## src/rtl/instr_fetch_unit.sv

```systemverilog
// Instruction fetch stage: owns the fetch PC, issues single-outstanding word reads and
// buffers returned words in a small in-order queue whose head feeds the IF/ID register.
module instr_fetch_unit #(
    parameter logic [31:0] RESET_PC = 32'hBFC00000,
    parameter int unsigned QDEPTH   = 2
) (
    input  logic        CLK,
    input  logic        RESET,
    input  logic        STALL,
    input  logic        Request_Alt_PC,
    input  logic [31:0] Alt_PC,
    output logic        Instr_Mem_Req,
    output logic [31:0] Instr_Mem_Addr,
    input  logic        Instr_Mem_Ack,
    input  logic [31:0] Instr_Mem_Data,
    output logic        Instr_Valid_IF,
    output logic [31:0] Instr1_IF,
    output logic [31:0] Instr_PC_IF,
    output logic [31:0] Instr_PC_Plus4_IF
);

    localparam int unsigned PtrW = (QDEPTH > 1) ? $clog2(QDEPTH) : 1;
    localparam int unsigned CntW = $clog2(QDEPTH + 1);

    typedef enum logic [1:0] {StIdle, StWait, StDiscard} state_t;

    state_t            state_q, state_d;
    logic              req_q, req_d;
    logic [31:0]       addr_q, addr_d;
    logic [31:0]       fetch_pc_q, fetch_pc_d;
    logic [CntW-1:0]   count_q, count_d;
    logic [PtrW-1:0]   rd_ptr_q, wr_ptr_q;
    logic [31:0]       instr_mem [QDEPTH];
    logic [31:0]       pc_mem    [QDEPTH];
    logic [31:0]       pc4_mem   [QDEPTH];

    logic              flush, push, pop, room, valid;
    logic [31:0]       addr_plus4;
    logic              unused_alt_lsbs;

    assign unused_alt_lsbs = ^Alt_PC[1:0];
    assign addr_plus4      = addr_q + 32'd4;
    assign valid           = (count_q != '0);

    // A redirect outranks every other event: no push, no pop, queue flushed.
    assign flush = Request_Alt_PC;
    assign push  = (state_q == StWait) && Instr_Mem_Ack && !Request_Alt_PC;
    assign pop   = valid && !STALL && !Request_Alt_PC;

    always_comb begin
        count_d = count_q;
        if (flush) begin
            count_d = '0;
        end else if (push && !pop) begin
            count_d = count_q + 1'b1;
        end else if (!push && pop) begin
            count_d = count_q - 1'b1;
        end
    end

    assign room = (32'(count_d) < QDEPTH);

    always_comb begin
        state_d    = state_q;
        req_d      = req_q;
        addr_d     = addr_q;
        fetch_pc_d = fetch_pc_q;
        if (Request_Alt_PC) begin
            fetch_pc_d = {Alt_PC[31:2], 2'b00};
            req_d      = 1'b0;
            unique case (state_q)
                StWait:    state_d = Instr_Mem_Ack ? StIdle : StDiscard;
                // A stale Ack landing with the redirect still retires the old request.
                StDiscard: state_d = Instr_Mem_Ack ? StIdle : StDiscard;
                default:   state_d = StIdle;
            endcase
        end else begin
            unique case (state_q)
                StIdle: begin
                    if (room) begin
                        req_d   = 1'b1;
                        addr_d  = fetch_pc_q;
                        state_d = StWait;
                    end
                end
                StWait: begin
                    if (Instr_Mem_Ack) begin
                        fetch_pc_d = addr_plus4;
                        if (room) begin
                            addr_d = addr_plus4;
                        end else begin
                            req_d   = 1'b0;
                            state_d = StIdle;
                        end
                    end
                end
                StDiscard: begin
                    if (Instr_Mem_Ack) begin
                        state_d = StIdle;
                    end
                end
                default: state_d = StIdle;
            endcase
        end
    end

    always_ff @(posedge CLK or negedge RESET) begin
        if (!RESET) begin
            state_q    <= StIdle;
            req_q      <= 1'b0;
            addr_q     <= '0;
            fetch_pc_q <= RESET_PC;
            count_q    <= '0;
            rd_ptr_q   <= '0;
            wr_ptr_q   <= '0;
        end else begin
            state_q    <= state_d;
            req_q      <= req_d;
            addr_q     <= addr_d;
            fetch_pc_q <= fetch_pc_d;
            count_q    <= count_d;
            if (flush) begin
                rd_ptr_q <= '0;
                wr_ptr_q <= '0;
            end else begin
                if (pop) begin
                    rd_ptr_q <= rd_ptr_q + 1'b1;
                end
                if (push) begin
                    wr_ptr_q <= wr_ptr_q + 1'b1;
                end
            end
        end
    end

    // Queue storage needs no reset: the outputs are gated by the count.
    always_ff @(posedge CLK) begin
        if (push) begin
            instr_mem[wr_ptr_q] <= Instr_Mem_Data;
            pc_mem[wr_ptr_q]    <= addr_q;
            pc4_mem[wr_ptr_q]   <= addr_plus4;
        end
    end

    assign Instr_Mem_Req     = req_q;
    assign Instr_Mem_Addr    = addr_q;
    assign Instr_Valid_IF    = valid;
    assign Instr1_IF         = valid ? instr_mem[rd_ptr_q] : 32'd0;
    assign Instr_PC_IF       = valid ? pc_mem[rd_ptr_q]    : 32'd0;
    assign Instr_PC_Plus4_IF = valid ? pc4_mem[rd_ptr_q]   : 32'd0;

endmodule

```

## config.mk

```make
export PLATFORM = sky130hd
export DESIGN_NAME = instr_fetch_unit
export DESIGN_NICKNAME = d
export VERILOG_FILES = /design/src/rtl/instr_fetch_unit.sv
export SDC_FILE = /design/constraint.sdc
export NUM_CORES = 1
export LEC_CHECK = 0
export BUFFER_PORTS_ARGS = -buffer_cell sky130_fd_sc_hd__buf_2
export CAP_MARGIN = 20
export CORE_UTILIZATION = 40
export DETAILED_ROUTE_END_ITERATION = 8
export MAX_ROUTING_LAYER = met4
export PLACE_DENSITY = 0.69
export SLEW_MARGIN = 10
export SYNTH_ARGS = -nofsm -noshare
export SYNTH_HDL_FRONTEND = slang
export SYNTH_SLANG_ARGS = --single-unit
```

## constraint.sdc

```tcl
create_clock -name CLK -period 10.04 [get_ports CLK]
set_clock_uncertainty 0.2 [all_clocks]
set_input_delay 2.008 -clock CLK [delete_from_list [all_inputs] [get_ports CLK]]
set_output_delay 2.008 -clock CLK [all_outputs]
set_load 0.05 [all_outputs]
```

# Word level (Yosys, flattened, before mapping)
# Memories as Yosys holds them, arrays and structs flattened.
# Cells that the tools add are included.
# word_totals
ff_bits,71
mem_bits_rw,192
wordCells,81
n_memories,3
# mem_list
memory,words,word_bits,read_ports,rd_ports_with_merged_regs,wr,line_no,text
instr_mem,2,32,1,0,1,33,logic [31:0] instr_mem [QDEPTH];
pc4_mem,2,32,1,0,1,35,logic [31:0] pc4_mem [QDEPTH];
pc_mem,2,32,1,0,1,34,logic [31:0] pc_mem [QDEPTH];
# classes
add_sub_neg,5
order_cmp,1
n_eq_ne,9
n_mux,32
bitwise,1
reduce_logical,23
# ops
cell,count
$mux 32,9
$pmux 32 s2,1
$add 32x3->32 const B,1
$mux 2,10
$ne 3x3->1 const B,4
$reduce_bool 2->1,6
$mux 1,10
$reduce_and 4->1,2
$logic_and 1x1->1,6
$ne 2x2->1 const B,3
$pmux 2 s3,1
$reduce_and 5->1,1
$logic_not 1->1,4
$reduce_bool 3->1,1
$add 1x1->1 const B,2
$add 2x1->2 const B,1
$eq 2x1->1 const B,1
$eq 2x2->1 const B,1
$logic_not 2->1,1
$lt 2x2->1 const B,1
$pmux 1 s2,1
$reduce_and 2->1,1
$reduce_or 2->1,1
$sub 2x1->2 const B,1
$not 1->1,1

# Depth between registers and ports, before layout
# logic_depth
depth_word,13
depth_mapped,9
mapped_depth_nobuf,7

# Least setup slack after synthesis
# Ideal clock, no wire load.
# synth_timing
path_kind,input -> register
startpoint,input Request_Alt_PC
endpoint,memory instr_mem[0][0] (enable)
setup_time_ps,662
arrival_ps,9014
required_time_ps,9178
path_slack_ps,164
path_stages,4
path_buffers,3
cell_sequence,clkbuf_1 clkbuf_1 clkbuf_1 nor3_1
# synth_via
elab_chain_len,4
# synth_rtl
element,line_no,text
from (decl),10,"input logic Request_Alt_PC,"
$logic_not 1->1,47,assign push = (state_q == StWait) && Instr_Mem_Ack && !Request_Alt_PC;
$logic_and 1x1->1,47,
$mux 1,138,if (push) begin
$mux 1 (implied by the code),139,instr_mem[wr_ptr_q] <= Instr_Mem_Data;
to (decl),33,
# Every way passes these cells.

# Worst setup path in the final report
# layout_timing
startpoint,register rd_ptr_q
endpoint,output Instr_PC_Plus4_IF[29]
# layout_via
elab_chain_len,2
# layout_rtl
element,line_no,text
from (decl),32,"logic [PtrW-1:0] rd_ptr_q, wr_ptr_q;"
from (signal assigned),127,rd_ptr_q <= rd_ptr_q + 1'b1;
$mem_v2 2x32,-,
$mux 32,150,assign Instr_PC_Plus4_IF = valid ? pc4_mem[rd_ptr_q] : 32'd0;
to (decl),19,output logic [31:0] Instr_PC_Plus4_IF
# Every way passes these cells.

==> flow_summary.toml <==
[outcome]
outcome = "finished, final reports clean"

[synthesis]
synth.most_common_cell = "edfxtp_1"
synth_common_cells = "edfxtp_1, nor2_1, mux2i_1, nand2_1, dfrtp_1"
synth_enable_flop_cells = 188
syn_inst = 909
synth_top_area_cell = "edfxtp_1"
seq_area_frac_synth_pct = 65.1
synth_top_flop_cell = "edfxtp_1"
syn_nets = 983
synthXorXnorAreaFrac_pct = 1.92
ys_async_sr_fraction_pct = 27.4
yosys.area_share.adder_pct = 0.548
synthMuxAreaShare_pct = 9.30
synth_top_family_by_area = "simple AND/OR/NAND/NOR gates"
yosysWarnings = 0
syn_area_sq_um = 11400
ys_seq_elements = 259
netlist-cell-type-count = 55
synth_top_cell_area_share_pct = 49.4
syn_avg_cell_area_sq_um = 12.6
synth-compound-area-share_pct = 8.16
synthTopCellsByArea = "edfxtp_1, dfrtp_1, mux2i_1"
yosys.area_share.simple_pct = 12.0

[placement]
portBuffers = 196
dpl.hpwl_mm = 16.7
dpl_cell_area_sq_um = 12700
finalWeightedCongestion = 0.774
place_ws_ns = 4.93

[critical_path]
crit_path_top_delay_cell = "dfrtp_4"
crit_path_max_incr_delay_ns = 0.91
crit_type = "flip-flop to output pin"
crit_path_end = "Instr_PC_Plus4_IF[29]"
cp-startpoint = "rd_ptr_q$_DFFE_PN0P_"
cp_data_arrival_time_ns = 2.93
r2r_cells = 8
crit_fanout = 51
endpoint_kind = "output pin"
path_buf_inv = 2
r2r_start = "count_q[1]$_DFF_PN0_"
cp.depth = 4
timing.rr.end = "Instr_Mem_Addr[23]$_DFFE_PN0P_"
path_cells = "buf_4, mux2i_1, nor2_1, buf_2"
reg2reg_setup_slack_ns = 5.69
start_kind = "flip-flop"
critPathTopFamily = "buffers and inverters"
worstPathRequired_ns = 7.83

[global_routing]
busiest_layer = "met2"
grt_use_met1_pct = 24.5
grt_max_degree = 85
overflow = 0
grt_pass1_wl_mm = 40.4
first_global_vias = 7311
grt_usage_pct = 18.4
grt_use_met3_pct = 3.35
gr-usage-met2_pct = 28.9
antenna_found_initial = 4

[timing]
fin_ws_ns = 4.90
timing.final.crit_share_pct = 51.2
setup_viol = 0
finalCriticalPeriod_ns = 5.14
slew_viol_final = 0
rsz0062_at_grt = "no"
hold_violations = 0
worst_pin_slew_ns = 1.03
whs_ns = 0.277
maxClockFrequency_ghz = 0.195
max_slew_margin_pct = 30.9
setup_tns_ns = 0

[floorplanning]
start_util_pct = 40.9
pin_count = 199
core_area_sq_um = 27900
die_x_um = 171
die_area_sq_um = 29200
fp-row-count = 61
die_height_um = 171

[detailed_routing]
drt-initial-drc-count = 582
firstDrtPassIters = 5
routed_wl_mm = 26.6
wl_per_cell_um = 18.0
viasPerCell = 5.15
drcViolationCount = 0
ant_nets = 0
vias = 7629

[clock_tree]
cts_inserted_buffers = 27
post_cts_buffers = 0
root_buffer = "clkbuf_16"
cts_buffer_depth = 3
cts.sinks = 259
clock_latency_ns = 0.52
cts_resized = 0
postCtsHoldBufs = 0
clk_pin_slew_ns = 0.06
htreeDepth = 1
cts_tree = "built"

[run]
drv_cap = 0

[finish]
layout-drive-gt1-share_pct = 24.8
layout.nets = 1153
area_growth_pct = 18.7
stdcell_area_sq_um = 13600

[power_and_ir_drop]
vdd_ir_drop_max_mv = 0.157
p_per_area_nw_per_um2 = 341
power.leakage_nw = 5.13

[worst_hold_path]
worstHoldPathType = "flip-flop to flip-flop"
[routing by layer]
layer / part of all wire (%) / vias up / routed length (um)
met5: 0 / - / 0
met4: 1.4 / 0 / 374
met3: 6.1 / 28 / 1620
met2: 47 / 200 / 12400
met1: 46 / 3730 / 12200
li1: - / 3671 / -
[cells by family (layout without fill, tap and decap cells)]
| kind of cell | Yosys count | after routing |
|---|---|---|
| and+or+nand+nor | 291 | 291 |
| DFF | 259 | 259 |
| AOI/OAI and AO/OA | 140 | 140 |
| muxes | 106 | 106 |
| buffers and inverters | 83 | 272 |
| xor gates and xnor gates | 25 | 25 |
| adders and majority gates | 5 | 5 |
| other | 0 | 4 |
[per-stage QoR]
step	utilization [%]	std cells	power [mW]
final	48.5	1480	4.63
after global placement	45.6	1428	3.69
after floorplan	-	909	3.19
after CTS	48.5	1476	4.67
after detailed placement	45.6	1428	3.73
after global routing	48.5	1480	4.87
[layout by cell type, fill, tap and decap left out, types with 13 or more instances in the layout]
master     instances
buf_4             13
buf_2            195
inv_1             16
xnor2_1           21
nor2_1           127
edfxtp_1         188
clkbuf_16         27
o21ai_0           31
mux2i_1          105
dfrtp_1           61
nand2_1           71
nand3_1           16
a21oi_1           34
o22ai_1           13
[worst min-delay path by stage]
stage,cells past startpoint,to,start,slack [ns]
CTS,2,Instr_Mem_Addr[1]$_DFFE_PN0P_,fetch_pc_q[1]$_DFFE_PN0P_,0.29
global route,2,Instr_Mem_Addr[0]$_DFFE_PN0P_,fetch_pc_q[0]$_DFFE_PN0P_,0.30
global placement,2,Instr_Mem_Addr[1]$_DFFE_PN0P_,fetch_pc_q[1]$_DFFE_PN0P_,0.26
detailed placement,2,Instr_Mem_Addr[1]$_DFFE_PN0P_,fetch_pc_q[1]$_DFFE_PN0P_,0.26
finish,2,Instr_Mem_Addr[1]$_DFFE_PN0P_,fetch_pc_q[1]$_DFFE_PN0P_,0.28
floorplan,2,Instr_Mem_Addr[0]$_DFFE_PN0P_,fetch_pc_q[0]$_DFFE_PN0P_,0.24
[worst reg2reg max path, delay by kind of cell (launching register included)]
family | cells | cell delay, ns
simple gates | 2 | 1.00
compound gates | 2 | 0.91
buf+inv | 2 | 0.80
fa+ha+maj | 1 | 0.49
flops | 1 | 0.42
mux | 1 | 0.41
[report_power, final]
part	internal [mW]	switching [mW]
logic	0.556	1.53
clock network	0.543	0.396
registers	1.37	0.229
[area by class of cell]
class	count	area, sq um
fill	2518	14400
tap	378	473
antenna	4	10.0
multi-input combinational	567	3680
sequential	259	7440
timing repair buffer	208	1070
inverter	16	60.1
clock inverter	15	124
clock buffer	33	698
[registers in the layout, indices dropped and copies added, names as in the netlist, 2 cells and up]
name	flops
pc4_mem	60
state_q	2
instr_mem	64
fetch_pc_q	32
Instr_Mem_Addr	32
pc_mem	64
count_q	2
No activity file was read; power rests on OpenSTA's default activity.
